--- src/rtl/register_file.sv ---
// register_file: 2R/1W 32x32 decode-stage register file, $zero hardwired, counts accepted writes.
// Reads combinational, writes 1-cycle; define REGFILE_BYPASS_EN for same-cycle write-through forwarding.
module register_file #(
  parameter int DATA_WIDTH = 32,
  parameter int ADDR_WIDTH = 5
) (
  input  logic                  clock,
  input  logic                  reset_n,
  input  logic [ADDR_WIDTH-1:0] read_addr_a,
  input  logic [ADDR_WIDTH-1:0] read_addr_b,
  output logic [DATA_WIDTH-1:0] read_data_a,
  output logic [DATA_WIDTH-1:0] read_data_b,
  input  logic                  should_write,
  input  logic [ADDR_WIDTH-1:0] write_addr,
  input  logic [DATA_WIDTH-1:0] write_data,
  output logic [31:0]           write_count
);

  localparam int NREGS = 2 ** ADDR_WIDTH;

  logic [DATA_WIDTH-1:0] regs_q [NREGS];
  logic [31:0]           write_count_q;
  logic [31:0]           write_count_d;
  logic                  wr_accept;
  logic                  fwd_a;
  logic                  fwd_b;

  // reset_n gating keeps both the forwarding path and the counter quiet during reset
  assign wr_accept     = reset_n && should_write && (write_addr != '0);
  assign write_count_d = write_count_q + 32'd1;
  assign write_count   = write_count_q;

`ifdef REGFILE_BYPASS_EN
  assign fwd_a = wr_accept && (read_addr_a == write_addr);
  assign fwd_b = wr_accept && (read_addr_b == write_addr);
`else
  assign fwd_a = 1'b0;
  assign fwd_b = 1'b0;
`endif

  always_ff @(posedge clock or negedge reset_n) begin
    if (!reset_n) begin
      for (int i = 0; i < NREGS; i++) begin
        regs_q[i] <= '0;
      end
      write_count_q <= '0;
    end else if (wr_accept) begin
      regs_q[write_addr] <= write_data;
      write_count_q      <= write_count_d;
    end
  end

  always_comb begin
    read_data_a = '0;
    if (reset_n && (read_addr_a != '0)) begin
      read_data_a = fwd_a ? write_data : regs_q[read_addr_a];
    end
  end

  always_comb begin
    read_data_b = '0;
    if (reset_n && (read_addr_b != '0)) begin
      read_data_b = fwd_b ? write_data : regs_q[read_addr_b];
    end
  end

endmodule

--- config.mk ---
export PLATFORM = sky130hd
export DESIGN_NAME = register_file
export DESIGN_NICKNAME = d
export VERILOG_FILES = /design/src/rtl/register_file.sv
export SDC_FILE = /design/constraint.sdc
export NUM_CORES = 2
export LEC_CHECK = 0
export ABC_AREA = 1
export BUFFER_PORTS_ARGS = -buffer_cell sky130_fd_sc_hd__buf_2
export CAP_MARGIN = 20
export CELL_PAD_IN_SITES_DETAIL_PLACEMENT = 0
export CELL_PAD_IN_SITES_GLOBAL_PLACEMENT = 1
export CORE_MARGIN = 2
export CORE_UTILIZATION = 29
export DETAILED_ROUTE_END_ITERATION = 12
export GPL_ROUTABILITY_DRIVEN = 0
export PLACE_DENSITY_LB_ADDON = 0.1
export SLEW_MARGIN = 0
export SYNTH_ARGS = -nofsm -noshare
export SYNTH_HDL_FRONTEND = slang
export SYNTH_SLANG_ARGS = --single-unit
--- constraint.sdc ---
create_clock -name clock -period 2.55 [get_ports clock]
set_input_delay 0.255 -clock clock [delete_from_list [all_inputs] [get_ports clock]]
set_output_delay 0.255 -clock clock [all_outputs]
set_load 0.01 [all_outputs]
# Word level (Yosys, flattened, before mapping)
# Cells that the tools add are included.
# totals
ff_bits	1056
output_inout_bits	96
elab_cells	60
# classes
add_sub_neg	1
n_lt_le_gt_ge	4
n_mux	11
n_bitwise	3
reduce_logical	8
# ops
cell	n
1024-bit bitwise mux	1
32-bit binary-select mux with 5-bit select	2
32-bit 2-to-1 mux	7
32-bit demux with 5-bit select	1
32-bit by 1-bit adder with 32-bit output (second input constant)	1
6-bit >= comparator (second input constant)	3
5-bit NOT with 6-bit output	3
5-bit nonzero test	3
6-bit by 1-bit < comparator with 1-bit output (second input constant)	1
1-bit logical AND	5

# Logic depth before layout (Yosys ltp)
# depth
word_depth	6
depth_mapped	12
mapped_depth_nobuf	10

# Worst setup path before layout
# Ideal clock, no wire load.
# synth_timing
path_kind	input to output
from	input port read_addr_b[0]
to	output port read_data_b[21]
arrival_time_ns	1.502
path_slack_ns	0.793
path_stages	11
path_buffers	4
path_cell_list	buf_2 -> inv_1 -> buf_2 -> buf_2 -> buf_2 -> nand2_1 -> nand3_1 -> nand3_1 -> nand2_1 -> nand3_1 -> a21oi_1
# synth_between
elab_chain_cells	5
elab_cells_between_ends	7
cone_classes	mux: 4; bitwise: 1; reduce/logical: 2
# synth_lines
item	line	rtl
start, declared	10	input logic [ADDR_WIDTH-1:0] read_addr_b,
5-bit NOT with 6-bit output (not written as such)	63	read_data_b = fwd_b ? write_data : regs_q[read_addr_b];
32-bit binary-select mux with 5-bit select	63	
32-bit 2-to-1 mux (not written as such) (2 in a row)	63	
32-bit 2-to-1 mux (*)	62	if (reset_n && (read_addr_b != '0)) begin
end, declared	12	output logic [DATA_WIDTH-1:0] read_data_b,
# Mark *: on every way between the ends. The rest lies on a longest branch, timed or not. The select of a mux whose other input is x is not followed.

# Worst setup path in the final report
# layout_timing
from	register regs_q[663] (netlist name)
to	output port read_data_b[23]
# layout_between
elab_chain_cells	4
# layout_lines
item	line	rtl
start, declared	21	logic [DATA_WIDTH-1:0] regs_q [NREGS];
start signal, assigned by index	48	regs_q[write_addr] <= write_data;
32-bit binary-select mux with 5-bit select	63	
32-bit 2-to-1 mux (not written as such) (2 in a row)	63	
32-bit 2-to-1 mux	62	
# No other way between the ends. The select of a mux whose other input is x is not followed.

==> metrics.txt <==
Pins Over Slew Limit 0; static leakage ~32 nW; Syn Nets between 8k and 9k; share of cells above drive strength 1 0.09612; Most used DFF post-synth dfrtp_1; pin count of the biggest net entering global routing 151; hold_sp write_data[12]; number of flops mapped to enable cells by yosys 0; clock slew seen by the registers of the worst setup and hold paths 60 ps; routed wire length 280.6 mm; # DRC 0; grt ovf 0; Worst R2R Setup Slack approximately 500 ps; Worst slew margin 0.3211; Synth async-reset ratio 1.000; Setup crit end kind output port; min setup slack post-route 84.32 ps; H-tree depth 4; synth unique cells 25; die area 0.2027 mm2; Syn Inst Count 8441; synth warn 0; IO Pins 146; Max-Cap Viols 0; unrepaired setup endpoints after global routing true; core outline area 0.1976 mm2; Cell Rows 163; Final setup viols 0; register area share after synthesis 0.4576; vias in the first global route 54.82k; die height 450.2 um; Hold Crit Endpoint regs_q[12]; initial cell density of the core 0.2922; clock skew 20.02 ps; drt first pass iters 6; CTS Buf Count 143; WS Path Type register to output port; Non-Filler Instances around 11k; Worst Path Max Fanout 3; Min-Delay Path Class primary input to register; detailed-route vias per instance roughly 5.2; Area Overhead vs Synth 18.57%; syn_area_per_cell roughly 7 um2; Die Wd 450.2 um; Max Freq 405.6 MHz; reg2reg start write_count[0]; pwr dens slightly above 700 mW/mm2; outcome complete, no violations; clock root buffer clkbuf_16; WP data required 2300 ps; via count 57.65k; Synth Register Bits 1056; antenna-violating nets left 0; synthesized cell area roughly 0.058 mm2; 1st-iter DRT viols 5927; CTS Buffer Depth 3; setup_tns 0 ps; initial antenna violation count 3; Slew @ Worst Pin 1018 ps; later-pin clock latency in the skew report 810 ps; DR WL/cell ~25 um; crit path time final 2466 ps; PortBufs 145; NumNets Final 8411; placed cell count 10.82k; worst slack, placed -10.81 ps; final hold slack 72.52 ps; Startpoint Class register; Worst EP arrival between 2000 and 2500 ps; CTS tree yes; Period Utilization, post-route 0.9669; HPWL after DPL between 150 and 200 mm; FF-to-FF path depth 8; worst reg2reg path endpoint write_count[12]; Total GRT Usage 0.2720; CTS sink cnt 1056; final hold vios 0; Max VDD drop roughly 740 uV; WHS Path Cells 4; first-pass GRT wire length 407.3 mm
-- how the worst max path moves through the flow --
stage	from	end	slack, ps	cells after the start
3_5_place_dp	read_addr_a[0]	read_data_a[5]	-10	10
2_1_floorplan	read_addr_b[0]	read_data_b[21]	790	11
5_1_grt	regs_q[410]	read_data_a[26]	-40	8
3_3_place_gp	read_addr_b[0]	read_data_b[23]	-20	11
6_report	regs_q[663]	read_data_b[23]	80	8
4_1_cts	regs_q[773]	read_data_a[5]	-5	7
-- metrics by stage --
step	instance area, um2	total power (W)	utilization
after floorplan	57740	0.02530	-
final	68460	0.04929	0.3464
after detailed placement	63090	0.02882	0.3193
after CTS	68180	0.04978	0.3450
after global placement	63090	0.02874	0.3193
after global routing	68460	0.05182	0.3464
-- registers in the layout (all words and copies together) (netlist names) --
register,count
regs_q,1024
write_count,32
-- timing repair --
action	in CTS	in global routing
cloned	0	0
hold buffers	22	1
hold endpoints to repair	552	15
pin swaps	1	17
endpoints found under the setup margin	16	24
gates resized for setup	27	37
setup buffers	0	7
-- metal layers --
layer  wire (um)  vias to the layer above  GRT usage
li1            -                    27160          -
met4        9251                        2    0.08547
met3       13860                      404    0.02954
met5          15                        -          0
met1      127000                    28280     0.3748
met2      130500                     1809     0.4458
-- logic make-up (layout without fill, tap and decap cells) --
logic type / after synthesis / count (layout) / share of synthesized area
other cells: 0 / 3 / 0
fa+ha+maj: 1 / 1 / 0.0002167
simple gates: 5164 / 5164 / 0.3635
compound gates: 1365 / 1365 / 0.1183
buf+inv: 836 / 874 / 0.05742
flops: 1056 / 1056 / 0.4576
xor+xnor: 19 / 19 / 0.002882
-- where the power goes --
| part | leakage (nW) | internal, W | switching, W | total [W] |
|---|---|---|---|---|
| clock | 2.33 | 0.0121 | 0.00850 | 0.0206 |
| combinational | 15.6 | 0.00284 | 0.00519 | 0.00802 |
| sequential | 14.1 | 0.0189 | 0.00178 | 0.0207 |
-- worst max-delay path, cell delays in order (launching register included) --
cell     delay (ps)
dfrtp_1         380
nand2_1          60
nand2_1         100
nand2_1          80
nand3_1         110
nand3_1         130
a21oi_4         250
buf_6           160
buf_2           130
-- cell usage after synthesis, types with 4 or more instances --
library cell | n | area share
nor3_1 | 8 | 0.00069
o21ai_1 | 65 | 0.0056
o21ai_0 | 980 | 0.085
buf_1 | 42 | 0.0027
buf_2 | 136 | 0.012
xnor2_1 | 4 | 0.00061
nand2_2 | 31 | 0.0034
a21oi_1 | 320 | 0.028
nor3_2 | 7 | 0.0012
nand3_1 | 1100 | 0.095
inv_1 | 100 | 0.0065
nand2_1 | 3888 | 0.25
nand4_1 | 10 | 0.0011
nand3b_1 | 8 | 0.0010
xor2_1 | 15 | 0.0023
dfrtp_1 | 1056 | 0.46
clkbuf_1 | 550 | 0.036
nor2_1 | 106 | 0.0069
-- area by class of cell --
class	instances	area, um2
Tap cell	2640	3303
Multi-Input combinational cell	6549	28490
Clock buffer	214	4189
Fill cell	21190	129200
Antenna cell	3	7.507
Sequential cell	1056	26430
Timing Repair Buffer	504	5067
Clock inverter	50	538.0
Inverter	106	445.4
-- cell usage in the layout, fill, tap and decap left out, types with 6 or more instances in the layout --
cell	count
clkbuf_1	40
bufinv_16	7
clkbuf_16	146
nand2_4	35
buf_6	6
nor3_1	8
nor2_1	103
a21oi_2	17
a21oi_1	295
dlygate4sd3_1	22
nand3_2	18
o21ai_0	980
nor3_2	7
buf_4	218
nand3b_1	8
buf_2	133
xor2_1	15
a21oi_4	8
clkbuf_8	32
nand3_1	1079
inv_1	94
clkinv_2	28
nand2_1	3883
buf_12	116
nand4_1	10
inv_6	8
o21ai_1	65
dfrtp_1	1056
clkinv_8	7
(Power assumes the default switching activity.)
